[config.mk]
export PLATFORM = sky130hd
export DESIGN_NAME = rec_write_sched
export DESIGN_NICKNAME = d
export VERILOG_FILES = /design/src/rtl/rec_sched_pkg.sv /design/src/rtl/rr_arbiter.sv /design/src/rtl/rec_write_sched.sv
export SDC_FILE = /design/constraint.sdc
export NUM_CORES = 1
export LEC_CHECK = 0
export CORE_MARGIN = 2
export CORE_UTILIZATION = 51
export DETAILED_ROUTE_END_ITERATION = 10
export MAX_ROUTING_LAYER = met4
export PLACE_DENSITY = 0.93
export SLEW_MARGIN = 20
export SYNTH_ARGS = -nofsm -noshare
export SYNTH_HDL_FRONTEND = slang
export SYNTH_SLANG_ARGS = --single-unit
[constraint.sdc]
create_clock -name clk -period 3.9 [get_ports clk]
set_input_delay 0.585 -clock clk [delete_from_list [all_inputs] [get_ports clk]]
set_output_delay 0.585 -clock clk [all_outputs]
set_load 0.03 [all_outputs]
[src/rtl/rec_sched_pkg.sv]
// Shared types and field widths for the record write scheduler.
`default_nettype none

package rec_sched_pkg;

   localparam int BYTE_W  = 8;
   localparam int LEN_W   = 2;
   localparam int STAT_W  = 16;
   localparam int ERR_BIT = 15;
   localparam int DATA_W  = (1 << LEN_W) * BYTE_W;

   typedef enum logic [1:0] {
      IDLE  = 2'd0,
      WRITE = 2'd1,
      DONE  = 2'd2
   } state_t;

   // Width of a requester index; a single requester still needs one bit.
   function automatic int id_width(input int n);
      return (n > 1) ? $clog2(n) : 1;
   endfunction

endpackage

`default_nettype wire

[src/rtl/rr_arbiter.sv]
// Round-robin arbiter: grants the first requester at or after the pointer, wrapping.
`default_nettype none

module rr_arbiter
   import rec_sched_pkg::*;
#(
   parameter  int NREQ = 2,
   localparam int IDW  = id_width(NREQ)
) (
   input  logic            clk,
   input  logic            rst_n,
   input  logic [NREQ-1:0] req_i,
   input  logic            advance_i,
   output logic [NREQ-1:0] grant_o,
   output logic [IDW-1:0]  idx_o,
   output logic            valid_o
);

   logic [IDW-1:0] ptr_q;
   logic [IDW-1:0] ptr_d;
   logic [IDW-1:0] cand;
   int             c;

   always_comb begin
      grant_o = '0;
      idx_o   = '0;
      valid_o = 1'b0;
      cand    = '0;
      c       = 0;
      for (int i = 0; i < NREQ; i++) begin
         c = int'(ptr_q) + i;
         if (c >= NREQ) begin
            c = c - NREQ;
         end
         cand = IDW'(c);
         if (!valid_o && req_i[cand]) begin
            valid_o       = 1'b1;
            grant_o[cand] = 1'b1;
            idx_o         = cand;
         end
      end
   end

   assign ptr_d = (idx_o == IDW'(NREQ - 1)) ? '0 : idx_o + IDW'(1);

   always_ff @(posedge clk) begin
      if (!rst_n) begin
         ptr_q <= '0;
      end else if (advance_i && valid_o) begin
         ptr_q <= ptr_d;
      end
   end

endmodule

`default_nettype wire

[src/rtl/rec_write_sched.sv]
// Serialises byte-range write commands from several requesters into a packed
// record {a, b}, one byte per cycle, with a command counter and sticky range error.
`default_nettype none

module rec_write_sched
   import rec_sched_pkg::*;
#(
   parameter  int NBYTES = 6,
   parameter  int NREQ   = 2,
   localparam int IW     = $clog2(NBYTES),
   localparam int IDW    = id_width(NREQ)
) (
   input  logic                           clk,
   input  logic                           rst_n,
   input  logic [NREQ-1:0]                req_valid_i,
   output logic [NREQ-1:0]                req_ready_o,
   input  logic [NREQ*IW-1:0]             req_idx_i,
   input  logic [NREQ*LEN_W-1:0]          req_len_i,
   input  logic [NREQ*DATA_W-1:0]         req_data_i,
   output logic [NBYTES*BYTE_W+STAT_W-1:0] rec_o,
   output logic                           busy_o,
   output logic                           done_o,
   output logic [IDW-1:0]                 done_id_o
);

   typedef struct packed {
      logic [NBYTES-1:0][BYTE_W-1:0] a;
      logic [STAT_W-1:0]             b;
   } rec_t;

   state_t              state_q;
   rec_t                rec_q;
   logic [IW-1:0]       idx_q;
   logic [LEN_W-1:0]    len_q;
   logic [LEN_W-1:0]    k_q;
   logic [DATA_W-1:0]   data_q;
   logic [IDW-1:0]      gnt_q;
   logic                done_q;
   logic [IDW-1:0]      done_id_q;

   logic [NREQ-1:0]     arb_grant;
   logic [IDW-1:0]      arb_idx;
   logic                arb_valid;
   logic                accept;

   logic [IW-1:0]       sel_idx;
   logic [LEN_W-1:0]    sel_len;
   logic [DATA_W-1:0]   sel_data;

   logic [IW+1:0]       wr_addr;
   logic                wr_in_range;
   logic [BYTE_W-1:0]   wr_byte;
   logic                last_byte;
   logic [STAT_W-2:0]   cnt_d;

   assign accept = (state_q == IDLE) && arb_valid;

   rr_arbiter #(
      .NREQ (NREQ)
   ) u_arb (
      .clk       (clk),
      .rst_n     (rst_n),
      .req_i     (req_valid_i),
      .advance_i (accept),
      .grant_o   (arb_grant),
      .idx_o     (arb_idx),
      .valid_o   (arb_valid)
   );

   always_comb begin
      sel_idx  = '0;
      sel_len  = '0;
      sel_data = '0;
      for (int r = 0; r < NREQ; r++) begin
         if (arb_grant[r]) begin
            sel_idx  = req_idx_i[r*IW +: IW];
            sel_len  = req_len_i[r*LEN_W +: LEN_W];
            sel_data = req_data_i[r*DATA_W +: DATA_W];
         end
      end
   end

   // Address is widened by two bits so idx+k past the end is detected, never wrapped.
   assign wr_addr     = (IW+2)'(idx_q) + (IW+2)'(k_q);
   assign wr_in_range = wr_addr < (IW+2)'(NBYTES);
   assign wr_byte     = data_q[{k_q, 3'b000} +: BYTE_W];
   assign last_byte   = (k_q == len_q);
   assign cnt_d       = rec_q.b[STAT_W-2:0] + (STAT_W-1)'(1);

   always_ff @(posedge clk) begin
      if (!rst_n) begin
         state_q   <= IDLE;
         rec_q     <= '0;
         idx_q     <= '0;
         len_q     <= '0;
         k_q       <= '0;
         data_q    <= '0;
         gnt_q     <= '0;
         done_q    <= 1'b0;
         done_id_q <= '0;
      end else begin
         case (state_q)
            IDLE: begin
               done_q <= 1'b0;
               if (accept) begin
                  idx_q   <= sel_idx;
                  len_q   <= sel_len;
                  data_q  <= sel_data;
                  gnt_q   <= arb_idx;
                  k_q     <= '0;
                  state_q <= WRITE;
               end
            end
            WRITE: begin
               if (wr_in_range) begin
                  rec_q.a[wr_addr[IW-1:0]] <= wr_byte;
               end else begin
                  rec_q.b[ERR_BIT] <= 1'b1;
               end
               if (last_byte) begin
                  rec_q.b[STAT_W-2:0] <= cnt_d;
                  done_q              <= 1'b1;
                  done_id_q           <= gnt_q;
                  state_q             <= DONE;
               end else begin
                  k_q <= k_q + LEN_W'(1);
               end
            end
            DONE: begin
               done_q  <= 1'b0;
               state_q <= IDLE;
            end
            default: begin
               done_q  <= 1'b0;
               state_q <= IDLE;
            end
         endcase
      end
   end

   assign req_ready_o = (state_q == IDLE) ? arb_grant : '0;
   assign busy_o      = (state_q == WRITE) || (state_q == DONE);
   assign done_o      = done_q;
   assign done_id_o   = done_id_q;
   assign rec_o       = rec_q;

endmodule

`default_nettype wire

==> flow_metrics.env, run 1 <==
export IMPL_status="finished, final reports clean"
export IMPL_cpPeakStageDelay_ns=0.75
export IMPL_utilization_pct=70.73
export IMPL_ios=147
export IMPL_die_width_um=101.2
export IMPL_clock_path_buffers=2
export IMPL_ir_drop_uv=345.5
export IMPL_fin_crit_ns=2.940
export IMPL_cts_buffers_inserted=9
export IMPL_ys_warnings_count=0
export IMPL_critPathBufInv=2
export IMPL_p_per_area_nw_per_um2=538.0
export IMPL_final_layout_size_suffix_gt1_share_pct=5.638
export IMPL_leakage_uw=0.002320
export IMPL_syn_num_nets=634
export IMPL_grt_pass1_vias=4432
export IMPL_cts_setup_buffers=0
export IMPL_port_buffers=146
export IMPL_period_share_pct=75.38
export IMPL_yosysSeqAreaShare_pct=45.33
export IMPL_start_kind="register"
export IMPL_worstPathRequired_ns=4.20
export IMPL_wl_per_cell_um=17.02
export IMPL_fin_nets=754
export IMPL_ctsHoldBuffers=0
export IMPL_drv_slew=0
export IMPL_cts_htree_levels=3
export IMPL_maxCapViolations=0
export IMPL_worst_pin_slew_ns=1.108
export IMPL_clockRootBuffer="clkbuf_8"
export IMPL_ant_nets=0
export IMPL_gp_congestion=0.8523
export IMPL_area_growth_pct=35.14
export IMPL_syn_area_per_cell_um2=8.768
export IMPL_finish_instance_area_um2=6505
export IMPL_synth_cell_types=44
export IMPL_slew_headroom_pct=26.05
export IMPL_rsz0062_at_grt="false"
export IMPL_critPathMostFrequentCell="a21oi_1"
export IMPL_via_per_inst=6.033
export IMPL_cts_resized_gates=0
export IMPL_cts_tree="yes"
export IMPL_setup_viol=0
export IMPL_crit_path_max_fanout=16
export IMPL_path_cells="buf_4, ha_1, inv_1, fa_1, and2_1, a21oi_1, o21ai_0, a21oi_1"
export IMPL_fin_setup_tns_ns=0
export IMPL_dieHeight_um=101.2
export IMPL_diodes=0
export IMPL_cp_end_kind="register"
export IMPL_initial_core_util_pct=52.34
export IMPL_clock_skew_ns=0.02166
export IMPL_die_area_um2=10230
export IMPL_cpMaxStageDelayCell="a21oi_1"
export IMPL_gr_usage_all_layers_pct=26.47
export IMPL_cts_sinks=109
export IMPL_grt_pass1_wl_mm=20.98
export IMPL_grt_max_degree=70
export IMPL_path_clk_slew_ns=0.12
export IMPL_wirelength_mm=13.36
export IMPL_arrival_ns=3.24
export IMPL_ff2ff_setup_slack_ns=0.96
export IMPL_synthesis_area_um2=4813
export IMPL_dp_hpwl_mm=9.651
export IMPL_timing_fmax_mhz=340.2
export IMPL_synthCells=549
export IMPL_core_um2=9196
export IMPL_synth_edf_count=0
export IMPL_async_flop_share_pct=0
export IMPL_remaining_drc_errors=0
export IMPL_place_area_um2=6294
export IMPL_num_rows=35
export IMPL_crit_type="reg2reg"
export IMPL_antenna_found_initial=0
export IMPL_hold_viol_final=0
export IMPL_drtIter0Drc=229
export IMPL_crit_family="compound AO/OA/AOI/OAI gates"
export IMPL_vias=4736
export IMPL_holdWs_ns=0.4873
export IMPL_overflow=0
export IMPL_insertion_delay_ns=0.37
export IMPL_first_pass_iters=4
export IMPL_ys_seq_elements=109
export IMPL_hp_class="reg2reg"
export IMPL_synth_ff_type="dfxtp_1"
through the flow:
step | power [uW] | setup WS (ns) | cells
finish | 3500 | 0.9602 | 785
global route | 3673 | 0.7412 | 785
CTS | 3483 | 0.9963 | 785
detailed placement | 2809 | 1.012 | 769
global placement | 2745 | 1.232 | 769
floorplan | 2370 | 1.363 | 549
logic make-up after synthesis:
logic type | after synthesis | synth area share, %
xor gates and xnor gates | 11 | 2.391
muxes | 29 | 8.240
buffers and inverters | 53 | 4.341
AOI/OAI and AO/OA | 208 | 23.71
and+or+nand+nor | 132 | 14.01
DFF | 109 | 45.33
adders and majority gates | 7 | 1.976
report_power, final:
part	internal, uW	total [uW]	switching, uW
combinational	513	1390	875
sequential	1300	1430	124
clock	255	685	429
cell usage after synthesis, drive strengths merged, types with 2 or more instances:
cell type	instances	area [um^2]
dfxtp	109	2182
a21oi	83	415.4
o21ai	75	375.4
clkbuf	41	153.9
nand3	38	190.2
o22ai	37	231.5
nor2	36	135.1
mux2i	19	190.2
nand2	18	67.56
inv	8	30.03
mux4	8	183.9
ha	6	75.07
nand4	6	37.54
o31ai	6	45.04
or4	6	45.04
xnor2	6	52.55
xor2	5	62.56
and2	4	25.02
nand2b	4	25.02
buf	3	21.27
nor2b	3	18.77
a32oi	2	32.53
and4	2	17.52
mux2	2	22.52
nor3	2	10.01
nor4	2	12.51
nor4b	2	17.52
nor4bb	2	20.02
or3	2	12.51
path summary, 6_finish.rpt:
check	start	endpoint	cells after the start
worst max-delay path	k_q[0]	rec_o[58]	8
worst min-delay path	gnt_q	done_id_o	2
worst max register to register	k_q[0]	rec_o[58]	8
worst min register to register	gnt_q	done_id_o	2
layout make-up:
| class | count | area [um^2] |
|---|---|---|
| fill | 695 | 2691 |
| multi-input combinational | 387 | 2429 |
| sequential | 109 | 2182 |
| timing repair buffer | 153 | 1514 |
| tap | 111 | 138.9 |
| clock buffer | 9 | 123.9 |
| clock inverter | 7 | 83.83 |
| inverter | 9 | 33.78 |
cell usage in the layout, fill, tap and decap left out, drive strengths merged, types with 2 or more instances in the layout:
master / n
a21oi: 83
a32oi: 2
and2: 4
and4: 2
buf: 7
clkbuf: 9
clkdlybuf4s50: 146
clkinv: 4
clkinvlp: 2
dfxtp: 109
ha: 6
inv: 10
mux2: 2
mux2i: 19
mux4: 8
nand2: 18
nand2b: 4
nand3: 38
nand4: 6
nor2: 36
nor2b: 3
nor3: 2
nor4: 2
nor4b: 2
nor4bb: 2
o21ai: 75
o22ai: 37
o31ai: 6
or3: 2
or4: 6
xnor2: 6
xor2: 5
metal layers:
metal | global-route usage (%) | wire length [um] | part of all wire, %
met3 | 3.658 | 875 | 6.5
met2 | 46.66 | 6923 | 52
met4 | 7.484 | 187 | 1.4
met1 | 31.58 | 5374 | 40
met5 | - | 0 | 0
registers in the layout (all words and copies together), names as in the netlist:
register and flops:
u_arb.ptr_q 1, rec_o 64, gnt_q 1, data_q 32
state_q 2, idx_q 3, done_o 1, done_id_o 1
k_q 2, len_q 2
tightest hold or removal path: cells and delay by family, from the launching register on:
family	cells	cell delay [ns]
simple gates	1	0.06
flops	1	0.34
compound gates	1	0.05
Power figures use the tool's default switching activity.
==> inputs of run 2 (changes only) <==
--- a/config.mk
+++ b/config.mk
@@ -6,10 +6,10 @@
 export NUM_CORES = 1
 export LEC_CHECK = 0
 export CORE_MARGIN = 2
-export CORE_UTILIZATION = 51
+export CORE_UTILIZATION = 47
 export DETAILED_ROUTE_END_ITERATION = 10
 export MAX_ROUTING_LAYER = met4
-export PLACE_DENSITY = 0.93
+export PLACE_DENSITY = 0.87
 export SLEW_MARGIN = 20
 export SYNTH_ARGS = -nofsm -noshare
 export SYNTH_HDL_FRONTEND = slang
==> constraint.sdc (replaced) <==
create_clock -name clk -period 2.75 [get_ports clk]
set_input_delay 0.4125 -clock clk [delete_from_list [all_inputs] [get_ports clk]]
set_output_delay 0.4125 -clock clk [all_outputs]
set_load 0.03 [all_outputs]
==> run 2 against run 1 <==
Critical path depth fell by 1. Non-clock buffer count rose by 5. Critical path type unchanged. Clock-buffer cell count rose by 2. Critical endpoint is now rec_o[23]. Via count fell by 0.57%. Worst setup slack got worse by 0.72 ns. Largest power group unchanged. Clock skew fell by 0.0083 ns. Sequential cell count did not move.
==> flow_metrics.env, run 2 (synthesis results as in run 1) <==
export IMPL_nFillCells=783
export IMPL_ios=147
export IMPL_status="finished, final reports clean"
export IMPL_worstPathRequired_ns=2.98
export IMPL_clock_skew_ns=0.01336
export IMPL_crit_type="reg2reg"
export IMPL_grt_pass1_wl_mm=21.62
export IMPL_ir_drop_uv=365.2
export IMPL_hold_viol_final=0
export IMPL_wl_per_cell_um=16.25
export IMPL_crit_path_max_fanout=8
export IMPL_layout_common_cells="clkdlybuf4s50_1 (144), dfxtp_1 (109), a21oi_1 (83)"
export IMPL_antenna_found_initial=0
export IMPL_cpPeakStageDelay_ns=0.60
export IMPL_cpMaxStageDelayCell="a32oi_2"
export IMPL_num_rows=36
export IMPL_fin_nets=759
export IMPL_multi_input_area_um2=2426
export IMPL_remaining_drc_errors=0
export IMPL_hp_class="reg2reg"
export IMPL_diodes=0
export IMPL_dieHeight_um=105.2
export IMPL_clockRootBuffer="clkbuf_8"
export IMPL_overflow=0
export IMPL_arrival_ns=2.74
export IMPL_crit_family="adder cells"
export IMPL_regArea_um2=2182
export IMPL_die_width_um=105.2
export IMPL_grt_pass1_vias=4534
export IMPL_clock_path_buffers=2
export IMPL_leakage_uw=0.002357
export IMPL_cts_buffers_inserted=9
export IMPL_timing_fmax_mhz=398.2
export IMPL_maxCapViolations=0
export IMPL_rsz0062_at_grt="false"
export IMPL_ant_nets=0
export IMPL_die_area_um2=11070
export IMPL_grt_max_degree=52
export IMPL_largest_reg_flops=64
export IMPL_holdWs_ns=0.4684
export IMPL_drtIter0Drc=243
export IMPL_ctsHoldBuffers=0
export IMPL_cts_tree="yes"
export IMPL_path_cells="ha_1, inv_1, fa_1, and2_1, a32oi_2, mux2i_1, nor2_1"
export IMPL_critPathBufInv=1
export IMPL_period_share_pct=91.32
export IMPL_final_common_cell="clkdlybuf4s50_1"
export IMPL_cts_htree_levels=3
export IMPL_gr_usage_all_layers_pct=24.70
export IMPL_cp_end_kind="register"
export IMPL_first_pass_iters=4
export IMPL_worst_pin_slew_ns=0.6877
export IMPL_wirelength_mm=13.18
export IMPL_slew_headroom_pct=53.25
export IMPL_area_growth_pct=36.47
export IMPL_fin_crit_ns=2.511
export IMPL_vias=4709
export IMPL_core_um2=9864
export IMPL_port_buffers=146
export IMPL_final_layout_size_suffix_gt1_share_pct=6.195
export IMPL_dp_hpwl_mm=9.699
export IMPL_insertion_delay_ns=0.36
export IMPL_via_per_inst=5.806
export IMPL_drv_slew=0
export IMPL_start_kind="register"
export IMPL_cts_setup_buffers=0
export IMPL_p_per_area_nw_per_um2=766.4
export IMPL_path_clk_slew_ns=0.09
export IMPL_initial_core_util_pct=48.80
export IMPL_setup_viol=0
export IMPL_cts_sinks=109
export IMPL_fin_setup_tns_ns=0
export IMPL_gp_congestion=0.8872
## run 2: changes by cell type in the layout (fill, tap and decap cells not counted), sizes merged
cell / before / now
clkdlybuf4s50: 146 / 144
buf: 7 / 14
clkinvlp: 2 / 1
inv: 10 / 8
clkinv: 4 / 2
bufinv: 0 / 2
clkbuf: 9 / 11
## run 2: area by class of cell
class,instances,area share (%)
Sequential cell,109,33.22
Clock inverter,4,1.105
Tap cell,133,2.533
Inverter,9,0.5143
Timing Repair Buffer,158,23.54
Clock buffer,11,2.152
Multi-Input combinational cell,387,36.93
## run 2: path summary, 6_finish.rpt
check	to	startpoint	depth (start not counted)	slack, ns
worst min-delay path	done_id_o	done_id_o	2	0.47
worst min register to register	done_id_o	done_id_o	2	0.47
worst max-delay path	rec_o[23]	idx_q[0]	7	0.24
worst max register to register	rec_o[23]	idx_q[0]	7	0.24
## run 2: metrics by stage
step	cell area, um^2	util, %	instances	total power [uW]	setup WS (ns)
after detailed placement	6351	64.38	796	4002	0.2577
after global placement	6351	64.38	796	3933	0.4589
after floorplan	4813	-	549	3361	0.2130
after CTS	6565	66.55	811	5030	0.2451
after global routing	6569	66.59	811	5334	0.09441
final	6569	66.59	811	5035	0.2388
## run 2: layer usage
layer	part of all wire, %	routed length, um	GRT usage, %
met1	40	5296	29.96
met5	0	0	-
met3	7.2	949	5.053
met2	50	6646	40.92
met4	2.2	288	8.381
## run 2: power breakdown
part           total (uW)  switching, uW  internal, uW
Combinational        1980           1230           753
Sequential           2020            168          1850
Clock                1030            503           532
## run 2: what timing repair did
action | in CTS | in global routing
endpoints found under the hold margin | 0 | 0
resized for setup | 0 | 1
endpoints found under the setup margin | 0 | 2
## run 2: worst register-to-register path: stages (launching register included)
cell and delay [ns]:
dfxtp_1 0.36, ha_1 0.21, inv_1 0.07, fa_1 0.53, and2_1 0.27, a32oi_2 0.60, mux2i_1 0.29, nor2_1 0.06
